## config.mk

```make
export PLATFORM = sky130hd
export DESIGN_NAME = alu_share_ctrl_flat
export DESIGN_NICKNAME = d
export VERILOG_FILES = /design/src/rtl/alu_share_pkg.sv /design/src/rtl/alu_share_ctrl_if.sv /design/src/rtl/alu_rr_arbiter.sv /design/src/rtl/alu_share_ctrl.sv /design/src/flat_wrapper.sv
export SDC_FILE = /design/constraint.sdc
export NUM_CORES = 1
export LEC_CHECK = 0
export CAP_MARGIN = 20
export CORE_MARGIN = 3
export CORE_UTILIZATION = 38
export DETAILED_ROUTE_END_ITERATION = 7
export PLACE_DENSITY_LB_ADDON = 0.25
export RECOVER_POWER = 25
export SETUP_SLACK_MARGIN = 0.5
export SLEW_MARGIN = 20
export SYNTH_ARGS = -nofsm -noshare
export SYNTH_HDL_FRONTEND = slang
export SYNTH_SLANG_ARGS = --single-unit
```

## constraint.sdc

```tcl
create_clock -name clk -period 2 [get_ports clk]
set_input_delay 0.2 -clock clk [delete_from_list [all_inputs] [get_ports clk]]
set_output_delay 0.2 -clock clk [all_outputs]
set_load 0.01 [all_outputs]
```

## src/rtl/alu_share_pkg.sv

```systemverilog
// Shared definitions for the ALU-sharing controller: ALUC codes, result-mux
// encodings, FSM states and the ALUC-to-control-line decode.
package alu_share_pkg;

   localparam logic [3:0] ALUC_ADD     = 4'b0000;
   localparam logic [3:0] ALUC_SUB     = 4'b0100;
   localparam logic [3:0] ALUC_AND     = 4'b0001;
   localparam logic [3:0] ALUC_OR      = 4'b0101;
   localparam logic [3:0] ALUC_XOR     = 4'b0010;
   localparam logic [3:0] ALUC_LUI     = 4'b0110;
   localparam logic [3:0] ALUC_SLL     = 4'b0011;
   localparam logic [3:0] ALUC_SRL     = 4'b0111;
   localparam logic [3:0] ALUC_SRA     = 4'b1111;
   localparam logic [3:0] ALUC_ILLEGAL = 4'b1011;

   localparam logic [1:0] SEL_LOGIC  = 2'b00;
   localparam logic [1:0] SEL_ADDSUB = 2'b01;
   localparam logic [1:0] SEL_XORLUI = 2'b10;
   localparam logic [1:0] SEL_SHIFT  = 2'b11;

   typedef enum logic [1:0] {
      IDLE = 2'd0,
      EXEC = 2'd1,
      RESP = 2'd2
   } state_t;

   typedef struct packed {
      logic [1:0] sel;
      logic       lsel;
      logic       sub;
      logic       sh_opr;
      logic       sh_cntr;
      logic       is_add;
      logic       err;
   } alu_ctrl_t;

   // Bit 2 doubles as sub / or / lui / right-shift select; bit 3 only matters for shifts.
   function automatic alu_ctrl_t decode_aluc(input logic [3:0] aluc);
      alu_ctrl_t c;
      c = '0;
      case (aluc[1:0])
         2'b00: begin
            c.sel    = SEL_ADDSUB;
            c.sub    = aluc[2];
            c.is_add = ~aluc[2];
         end
         2'b01: begin
            c.sel  = SEL_LOGIC;
            c.lsel = aluc[2];
         end
         2'b10: begin
            c.sel  = SEL_XORLUI;
            c.lsel = aluc[2];
         end
         default: begin
            if (aluc == ALUC_ILLEGAL) begin
               c.err = 1'b1;
            end else begin
               c.sel     = SEL_SHIFT;
               c.sh_cntr = aluc[2];
               c.sh_opr  = aluc[3];
            end
         end
      endcase
      return c;
   endfunction

endpackage

```

## src/rtl/alu_share_ctrl_if.sv

```systemverilog
// Request/response bus between the issue-side requesters and the ALU-sharing controller.
interface alu_share_ctrl_if #(
   parameter int DATA_WIDTH = 32,
   parameter int NREQ       = 2,
   parameter int ID_W       = 2
);
   logic [NREQ-1:0]            req_valid;
   logic [NREQ-1:0]            req_ready;
   logic [4*NREQ-1:0]          req_op;
   logic [DATA_WIDTH*NREQ-1:0] req_a;
   logic [DATA_WIDTH*NREQ-1:0] req_b;
   logic                       rsp_valid;
   logic                       rsp_ready;
   logic [ID_W-1:0]            rsp_id;
   logic [DATA_WIDTH-1:0]      rsp_data;
   logic                       rsp_carry;
   logic                       rsp_err;

   modport master (
      output req_valid, req_op, req_a, req_b, rsp_ready,
      input  req_ready, rsp_valid, rsp_id, rsp_data, rsp_carry, rsp_err
   );

   modport slave (
      input  req_valid, req_op, req_a, req_b, rsp_ready,
      output req_ready, rsp_valid, rsp_id, rsp_data, rsp_carry, rsp_err
   );
endinterface

```

## src/rtl/alu_rr_arbiter.sv

```systemverilog
// Round-robin arbiter: grants the first requester at or after ptr, wrapping to
// the lowest index; one-hot grant plus its binary index.
module alu_rr_arbiter #(
   parameter int NREQ = 2,
   parameter int ID_W = 2
) (
   input  logic [NREQ-1:0] req,
   input  logic [ID_W-1:0] ptr,
   input  logic            en,
   output logic [NREQ-1:0] grant,
   output logic [ID_W-1:0] idx
);
   logic            hi_any;
   logic [ID_W-1:0] hi_idx;
   logic [ID_W-1:0] lo_idx;
   logic            any_req;

   // Descending scan so the lowest qualifying index is the one left standing.
   always_comb begin
      hi_any = 1'b0;
      hi_idx = '0;
      lo_idx = '0;
      for (int i = NREQ - 1; i >= 0; i--) begin
         if (req[i]) begin
            lo_idx = ID_W'(i);
            if (ID_W'(i) >= ptr) begin
               hi_any = 1'b1;
               hi_idx = ID_W'(i);
            end
         end
      end
      idx = hi_any ? hi_idx : lo_idx;
   end

   assign any_req = en && (|req);

   generate
      for (genvar gi = 0; gi < NREQ; gi++) begin : g_grant
         assign grant[gi] = any_req && (idx == ID_W'(gi));
      end
   endgenerate
endmodule

```

## src/rtl/alu_share_ctrl.sv

```systemverilog
// Time-shares one combinational ALU between NREQ requesters: arbitrate, register
// the operation, drive the ALU for one cycle, then hold the result until taken.
module alu_share_ctrl
   import alu_share_pkg::*;
#(
   parameter int DATA_WIDTH = 32,
   parameter int NREQ       = 2,
   parameter int ID_W       = 2
) (
   input  logic                  clk,
   input  logic                  rst_n,
   alu_share_ctrl_if.slave       bus,
   output logic [DATA_WIDTH-1:0] alu_a,
   output logic [DATA_WIDTH-1:0] alu_b,
   output logic                  alu_sub,
   output logic                  alu_sh_opr,
   output logic                  alu_sh_cntr,
   output logic [1:0]            alu_sel,
   output logic                  alu_lsel,
   input  logic [DATA_WIDTH-1:0] alu_result,
   input  logic                  alu_carry
);
   state_t                state_reg, state_next;
   logic [ID_W-1:0]       rr_ptr_reg, id_reg, rsp_id_reg, grant_idx;
   logic [NREQ-1:0]       grant;
   logic                  grant_any, arb_en;
   logic [3:0]            op_reg, sel_op;
   logic [DATA_WIDTH-1:0] a_reg, b_reg, sel_a, sel_b, rsp_data_reg;
   logic                  rsp_carry_reg, rsp_err_reg;
   alu_ctrl_t             ctrl;

   // Gated by rst_n so no requester sees an acceptance that reset then discards.
   assign arb_en = rst_n && (state_reg == IDLE);

   alu_rr_arbiter #(.NREQ(NREQ), .ID_W(ID_W)) u_arb (
      .req   (bus.req_valid),
      .ptr   (rr_ptr_reg),
      .en    (arb_en),
      .grant (grant),
      .idx   (grant_idx)
   );

   assign grant_any     = |grant;
   assign bus.req_ready = grant;
   assign ctrl          = decode_aluc(op_reg);

   always_comb begin
      sel_op = '0;
      sel_a  = '0;
      sel_b  = '0;
      for (int i = 0; i < NREQ; i++) begin
         if (grant[i]) begin
            sel_op = bus.req_op[4*i +: 4];
            sel_a  = bus.req_a[DATA_WIDTH*i +: DATA_WIDTH];
            sel_b  = bus.req_b[DATA_WIDTH*i +: DATA_WIDTH];
         end
      end
   end

   always_ff @(posedge clk) begin
      if (!rst_n) state_reg <= IDLE;
      else        state_reg <= state_next;
   end

   always_comb begin
      state_next  = state_reg;
      alu_a       = '0;
      alu_b       = '0;
      alu_sub     = 1'b0;
      alu_sh_opr  = 1'b0;
      alu_sh_cntr = 1'b0;
      alu_sel     = SEL_LOGIC;
      alu_lsel    = 1'b0;
      case (state_reg)
         IDLE: if (grant_any) state_next = EXEC;
         EXEC: begin
            alu_a       = a_reg;
            alu_b       = b_reg;
            alu_sub     = ctrl.sub;
            alu_sh_opr  = ctrl.sh_opr;
            alu_sh_cntr = ctrl.sh_cntr;
            alu_sel     = ctrl.sel;
            alu_lsel    = ctrl.lsel;
            state_next  = RESP;
         end
         RESP: if (bus.rsp_ready) state_next = IDLE;
         default: state_next = IDLE;
      endcase
   end

   always_ff @(posedge clk) begin
      if (!rst_n) begin
         rr_ptr_reg    <= '0;
         op_reg        <= '0;
         a_reg         <= '0;
         b_reg         <= '0;
         id_reg        <= '0;
         rsp_id_reg    <= '0;
         rsp_data_reg  <= '0;
         rsp_carry_reg <= 1'b0;
         rsp_err_reg   <= 1'b0;
      end else begin
         if (grant_any) begin
            op_reg     <= sel_op;
            a_reg      <= sel_a;
            b_reg      <= sel_b;
            id_reg     <= grant_idx;
            rr_ptr_reg <= (grant_idx == ID_W'(NREQ - 1)) ? '0 : grant_idx + ID_W'(1);
         end
         if (state_reg == EXEC) begin
            rsp_data_reg  <= ctrl.err ? '0 : alu_result;
            rsp_carry_reg <= ctrl.is_add & alu_carry;
            rsp_err_reg   <= ctrl.err;
            rsp_id_reg    <= id_reg;
         end
      end
   end

   assign bus.rsp_valid = (state_reg == RESP);
   assign bus.rsp_id    = rsp_id_reg;
   assign bus.rsp_data  = rsp_data_reg;
   assign bus.rsp_carry = rsp_carry_reg;
   assign bus.rsp_err   = rsp_err_reg;
endmodule

```

## src/flat_wrapper.sv

```systemverilog
// flat-port wrapper written by rule: the top's interface ports become plain ports
module alu_share_ctrl_flat import alu_share_pkg::*;
#(
   parameter int DATA_WIDTH = 32,
   parameter int NREQ       = 2,
   parameter int ID_W       = 2
)
  (clk, rst_n, alu_a, alu_b, alu_sub, alu_sh_opr, alu_sh_cntr, alu_sel, alu_lsel, alu_result, alu_carry, bus_req_valid, bus_req_op, bus_req_a, bus_req_b, bus_rsp_ready, bus_req_ready, bus_rsp_valid, bus_rsp_id, bus_rsp_data, bus_rsp_carry, bus_rsp_err);
  alu_share_ctrl_if #(.DATA_WIDTH(DATA_WIDTH), .NREQ(NREQ), .ID_W(ID_W)) bus_i ();
  input  logic clk;
  input  logic rst_n;
  output logic [DATA_WIDTH-1:0] alu_a;
  output logic [DATA_WIDTH-1:0] alu_b;
  output logic alu_sub;
  output logic alu_sh_opr;
  output logic alu_sh_cntr;
  output logic [1:0] alu_sel;
  output logic alu_lsel;
  input  logic [DATA_WIDTH-1:0] alu_result;
  input  logic alu_carry;
  input wire logic [$bits(bus_i.req_valid)-1:0] bus_req_valid;
  input wire logic [$bits(bus_i.req_op)-1:0] bus_req_op;
  input wire logic [$bits(bus_i.req_a)-1:0] bus_req_a;
  input wire logic [$bits(bus_i.req_b)-1:0] bus_req_b;
  input wire logic [$bits(bus_i.rsp_ready)-1:0] bus_rsp_ready;
  output wire logic [$bits(bus_i.req_ready)-1:0] bus_req_ready;
  output wire logic [$bits(bus_i.rsp_valid)-1:0] bus_rsp_valid;
  output wire logic [$bits(bus_i.rsp_id)-1:0] bus_rsp_id;
  output wire logic [$bits(bus_i.rsp_data)-1:0] bus_rsp_data;
  output wire logic [$bits(bus_i.rsp_carry)-1:0] bus_rsp_carry;
  output wire logic [$bits(bus_i.rsp_err)-1:0] bus_rsp_err;
  assign bus_i.req_valid = bus_req_valid;
  assign bus_i.req_op = bus_req_op;
  assign bus_i.req_a = bus_req_a;
  assign bus_i.req_b = bus_req_b;
  assign bus_i.rsp_ready = bus_rsp_ready;
  assign bus_req_ready = bus_i.req_ready;
  assign bus_rsp_valid = bus_i.rsp_valid;
  assign bus_rsp_id = bus_i.rsp_id;
  assign bus_rsp_data = bus_i.rsp_data;
  assign bus_rsp_carry = bus_i.rsp_carry;
  assign bus_rsp_err = bus_i.rsp_err;
  alu_share_ctrl #(.DATA_WIDTH(DATA_WIDTH), .NREQ(NREQ), .ID_W(ID_W)) u_core (.clk(clk), .rst_n(rst_n), .bus(bus_i), .alu_a(alu_a), .alu_b(alu_b), .alu_sub(alu_sub), .alu_sh_opr(alu_sh_opr), .alu_sh_cntr(alu_sh_cntr), .alu_sel(alu_sel), .alu_lsel(alu_lsel), .alu_result(alu_result), .alu_carry(alu_carry));
endmodule
```

==> summary.txt <==
Run status
  • Run status: finished clean

Place
  • Routability Congestion: between 0.7 and 0.8
  • Hpwl dp: 12,000 µm
  • Count of input and output buffers: between 200 and 300

STA
  • Slew Viols, Final: 0
  • Post-route fraction of the period consumed by the critical path: 0.918
  • FMAX: 0.544 GHz
  • Least-Margin Pin Slew: 0.564 ns
  • Unrepaired setup endpoints after global routing: yes
  • Worst hold margin: 0.245 ns
  • Worst clock skew: 0.00774 ns
  • Hold Vio Cnt, Final: 0
  • Worst relative slew slack: 0.624
  • Number of endpoints failing setup at the final stage: 0
  • Final critical path time including I/O delays and setup: 1.84 ns

Global route
  • Number of antenna violations at the first check in global routing: 0
  • Vias in the first global route: 5,189
  • Pin count of the biggest net entering global routing: 70
  • Global route total overflow: 0
  • Total track usage: 0.252
  • Wire length of the first global-routing pass: ~27,000 µm

Drt
  • Mean routed wirelength per cell: 21.9 µm
  • Number of nets still failing antenna checks after routing: 0
  • DRC Markers: 0
  • Aggregate routed wire length: between 20,000 and 25,000 µm
  • Routed via count divided by cell count: around 5.7
  • Iteration count of the initial detailed-routing pass: 5
  • Via count: 5,421
  • Initial DRC count: 364

Pwr
  • Power density relative to cell area: about 690 nW/µm²
  • Standby leakage power: 3.71 nW
  • NetSw: 1.61 mW
  • Combinational Power Share: 0.277
  • Max IR drop VDD: 0.548 mV
  • Switching part of the total power: 0.266
  • Clock network fraction of design power: 0.314
  • Part of the total power dissipated in sequential elements: 0.409
  • Cell Int Power: about 4.4 mW
  • Total Power Consumption: 6.03 mW

Setup path
  • Worst endpoint required time: 2.24 ns
  • Type of element launching the critical path: flip-flop
  • Setup slack of the worst register-to-register path: ~0.16 ns
  • Arrival time at the worst endpoint: 2.07 ns
  • Critical path class: flip-flop to flip-flop
  • Maximum fanout count along the critical path: 8
  • CP Capture Type: flip-flop

Clock network
  • H-Tree Depth: 3
  • # clock sinks: 107
  • CTS Hold Buffers Added: 0
  • Clock tree from TritonCTS: built
  • Buffer cell driving the clock tree root: sky130_fd_sc_hd__clkbuf_16
  • Post-CTS clock slew at the launch and capture registers of the worst setup and hold paths: 0.07 ns
  • Clock buffer depth: 2
  • Clock insertion delay at the later pin of the skew report: roughly 0.35 ns
  • CTS buffer count: 9

Finish
  • Ant. Diodes: 0
  • Final layout net count: about 980
  • Filler instances: 847
  • Area added between synthesis and finish: 87.1%
  • Layout cell share with drive strength beyond 1: 0.244

Floorplanning
  • I/O pin total: 283
  • Full die area: 13,700 µm²
  • Total core area: around 12,000 µm²
  • Starting Density: 0.400
  • Die extent in x: 117 µm
  • Placement Rows: 39
  • Die Y: between 100 and 150 µm

Worst hold path
  • Worst min-delay path category: input port to flip-flop

Synth
  • Mapped Avg Cell Area: just over 9 µm²
  • Net Count, Synth: 684
  • Post-synthesis cell area: 4690 µm²
  • Number of distinct library cell variants in the gate-level netlist after synthesis: 30
  • Synth Register Bits: 107
  • Synthesized instance count: 507
  • Fraction of the yosys area taken by sequential cells: 0.457
  • Count of yosys warnings during synthesis: 0

Job
  • Number of maximum-capacitance violations: 0
[synthesized netlist by cell type]
| cell type | instances | area share |
|---|---|---|
| sky130_fd_sc_hd__nor2b_1 | 7 | 0.0093 |
| sky130_fd_sc_hd__and4_4 | 1 | 0.0024 |
| sky130_fd_sc_hd__inv_1 | 2 | 0.0016 |
| sky130_fd_sc_hd__nand2b_1 | 2 | 0.0027 |
| sky130_fd_sc_hd__clkbuf_1 | 23 | 0.018 |
| sky130_fd_sc_hd__a221o_1 | 68 | 0.15 |
| sky130_fd_sc_hd__nand2_1 | 69 | 0.055 |
| sky130_fd_sc_hd__and2_1 | 64 | 0.085 |
| sky130_fd_sc_hd__mux2i_1 | 2 | 0.0043 |
| sky130_fd_sc_hd__buf_6 | 5 | 0.012 |
| sky130_fd_sc_hd__a21boi_0 | 2 | 0.0032 |
| sky130_fd_sc_hd__and3_1 | 3 | 0.0040 |
| sky130_fd_sc_hd__a21oi_1 | 1 | 0.0011 |
| sky130_fd_sc_hd__nor2_1 | 8 | 0.0064 |
| sky130_fd_sc_hd__dfxtp_1 | 107 | 0.46 |
| sky130_fd_sc_hd__a22o_1 | 32 | 0.060 |
| sky130_fd_sc_hd__conb_1 | 1 | 0.00080 |
| sky130_fd_sc_hd__o31ai_1 | 1 | 0.0016 |
| sky130_fd_sc_hd__buf_1 | 3 | 0.0024 |
| sky130_fd_sc_hd__buf_2 | 23 | 0.025 |
| sky130_fd_sc_hd__buf_4 | 3 | 0.0048 |
| sky130_fd_sc_hd__nor3b_2 | 1 | 0.0027 |
| sky130_fd_sc_hd__o31a_1 | 1 | 0.0019 |
| sky130_fd_sc_hd__and4_1 | 1 | 0.0019 |
| sky130_fd_sc_hd__nand4b_1 | 1 | 0.0019 |
| sky130_fd_sc_hd__o21a_1 | 2 | 0.0032 |
| sky130_fd_sc_hd__or3b_1 | 1 | 0.0019 |
| sky130_fd_sc_hd__nor3_1 | 68 | 0.073 |
| sky130_fd_sc_hd__ha_1 | 3 | 0.0080 |
| sky130_fd_sc_hd__and3b_1 | 2 | 0.0037 |
[logic make-up (layout without fill, tap and decap cells)]
| family | Yosys count | in the layout | share of synthesized area |
|---|---|---|---|
| compound gates | 107 | 108 | 0.216 |
| simple gates | 228 | 228 | 0.250 |
| buf+inv | 59 | 357 | 0.0638 |
| other cells | 1 | 1 | 0.000800 |
| mux | 2 | 2 | 0.00427 |
| fa+ha+maj | 3 | 3 | 0.00801 |
| flops | 107 | 107 | 0.457 |
[layout make-up]
type | instances | area (µm²) | share of cell area
inverter | 2 | 7.51 | 0.000856
clock buffer | 14 | 284 | 0.0324
multi-input combinational | 342 | 2430 | 0.277
tap | 143 | 179 | 0.0204
timing repair buffer | 340 | 3690 | 0.421
sequential | 107 | 2150 | 0.245
clock inverter | 1 | 30.0 | 0.00343
[per-layer routing]
layer / wire length, µm / GRT usage
met1: 7680 / 0.274
met2: 10100 / 0.440
met3: 2200 / 0.101
met4: 786 / 0.0979
met5: 0 / 0
[per-stage QoR]
| stage | worst slack [ns] | cell area (µm²) | setup TNS (ns) | util | instances |
|---|---|---|---|---|---|
| after CTS | 0.249 | 8220 | 0 | 0.702 | 921 |
| after floorplan | 0.540 | 4690 | 0 | - | 507 |
| after detailed placement | -0.183 | 7590 | -1.78 | 0.648 | 889 |
| final | 0.163 | 8770 | 0 | 0.749 | 949 |
| after global placement | -0.180 | 7590 | -0.898 | 0.648 | 889 |
| after global routing | 0.116 | 8770 | 0 | 0.749 | 949 |
[what timing repair did]
| action | CTS | global route |
|---|---|---|
| endpoints found under the setup margin | 176 | 176 |
| gates resized for setup | 300 | 108 |
| endpoints found under the hold margin | 0 | 0 |
| pin swaps | 13 | 26 |
| cloned | 4 | 17 |
| buffers inserted | 13 | 11 |
[layout by cell type, fill, tap and decap left out, drive strengths merged, types with 32 or more instances in the layout]
cell type      Yosys  layout
buf               34     104
clkbuf            23      32
dfxtp            107     107
a221o             68      68
nor3              68      68
clkdlybuf4s50      0     172
and2              64      64
a22o              32      32
dlygate4sd3        0      32
nand2             69      69
[power by group through the flow]
stage	sequential [mW]	clock, mW	combinational [mW]
global placement	2.48	0	1.25
floorplan	2.48	0	0.562
CTS	2.45	1.91	1.41
finish	2.46	1.90	1.67
global route	2.48	1.99	1.77
detailed placement	2.49	0	1.28
[worst max-delay path, cell delays in order (launching register included)]
cell	delay, ns
sky130_fd_sc_hd__dfxtp_1	0.46
sky130_fd_sc_hd__nor2b_4	0.09
sky130_fd_sc_hd__buf_8	0.15
sky130_fd_sc_hd__buf_16	0.13
sky130_fd_sc_hd__buf_6	0.11
sky130_fd_sc_hd__buf_6	0.11
sky130_fd_sc_hd__and3b_2	0.28
sky130_fd_sc_hd__clkbuf_16	0.19
sky130_fd_sc_hd__a22o_1	0.19
[worst paths after layout]
path                                                 to                   start  cells after the start
worst max-delay path            u_core.bus.rsp_data[11]     u_core.state_reg[1]                      8
worst min-delay path                u_core.state_reg[0]        bus_req_valid[1]                      3
worst max register to register  u_core.bus.rsp_data[11]     u_core.state_reg[1]                      8
worst min register to register   u_core.bus.rsp_data[3]  u_core.bus.rsp_data[3]                      1
(Power assumes the default switching activity.)
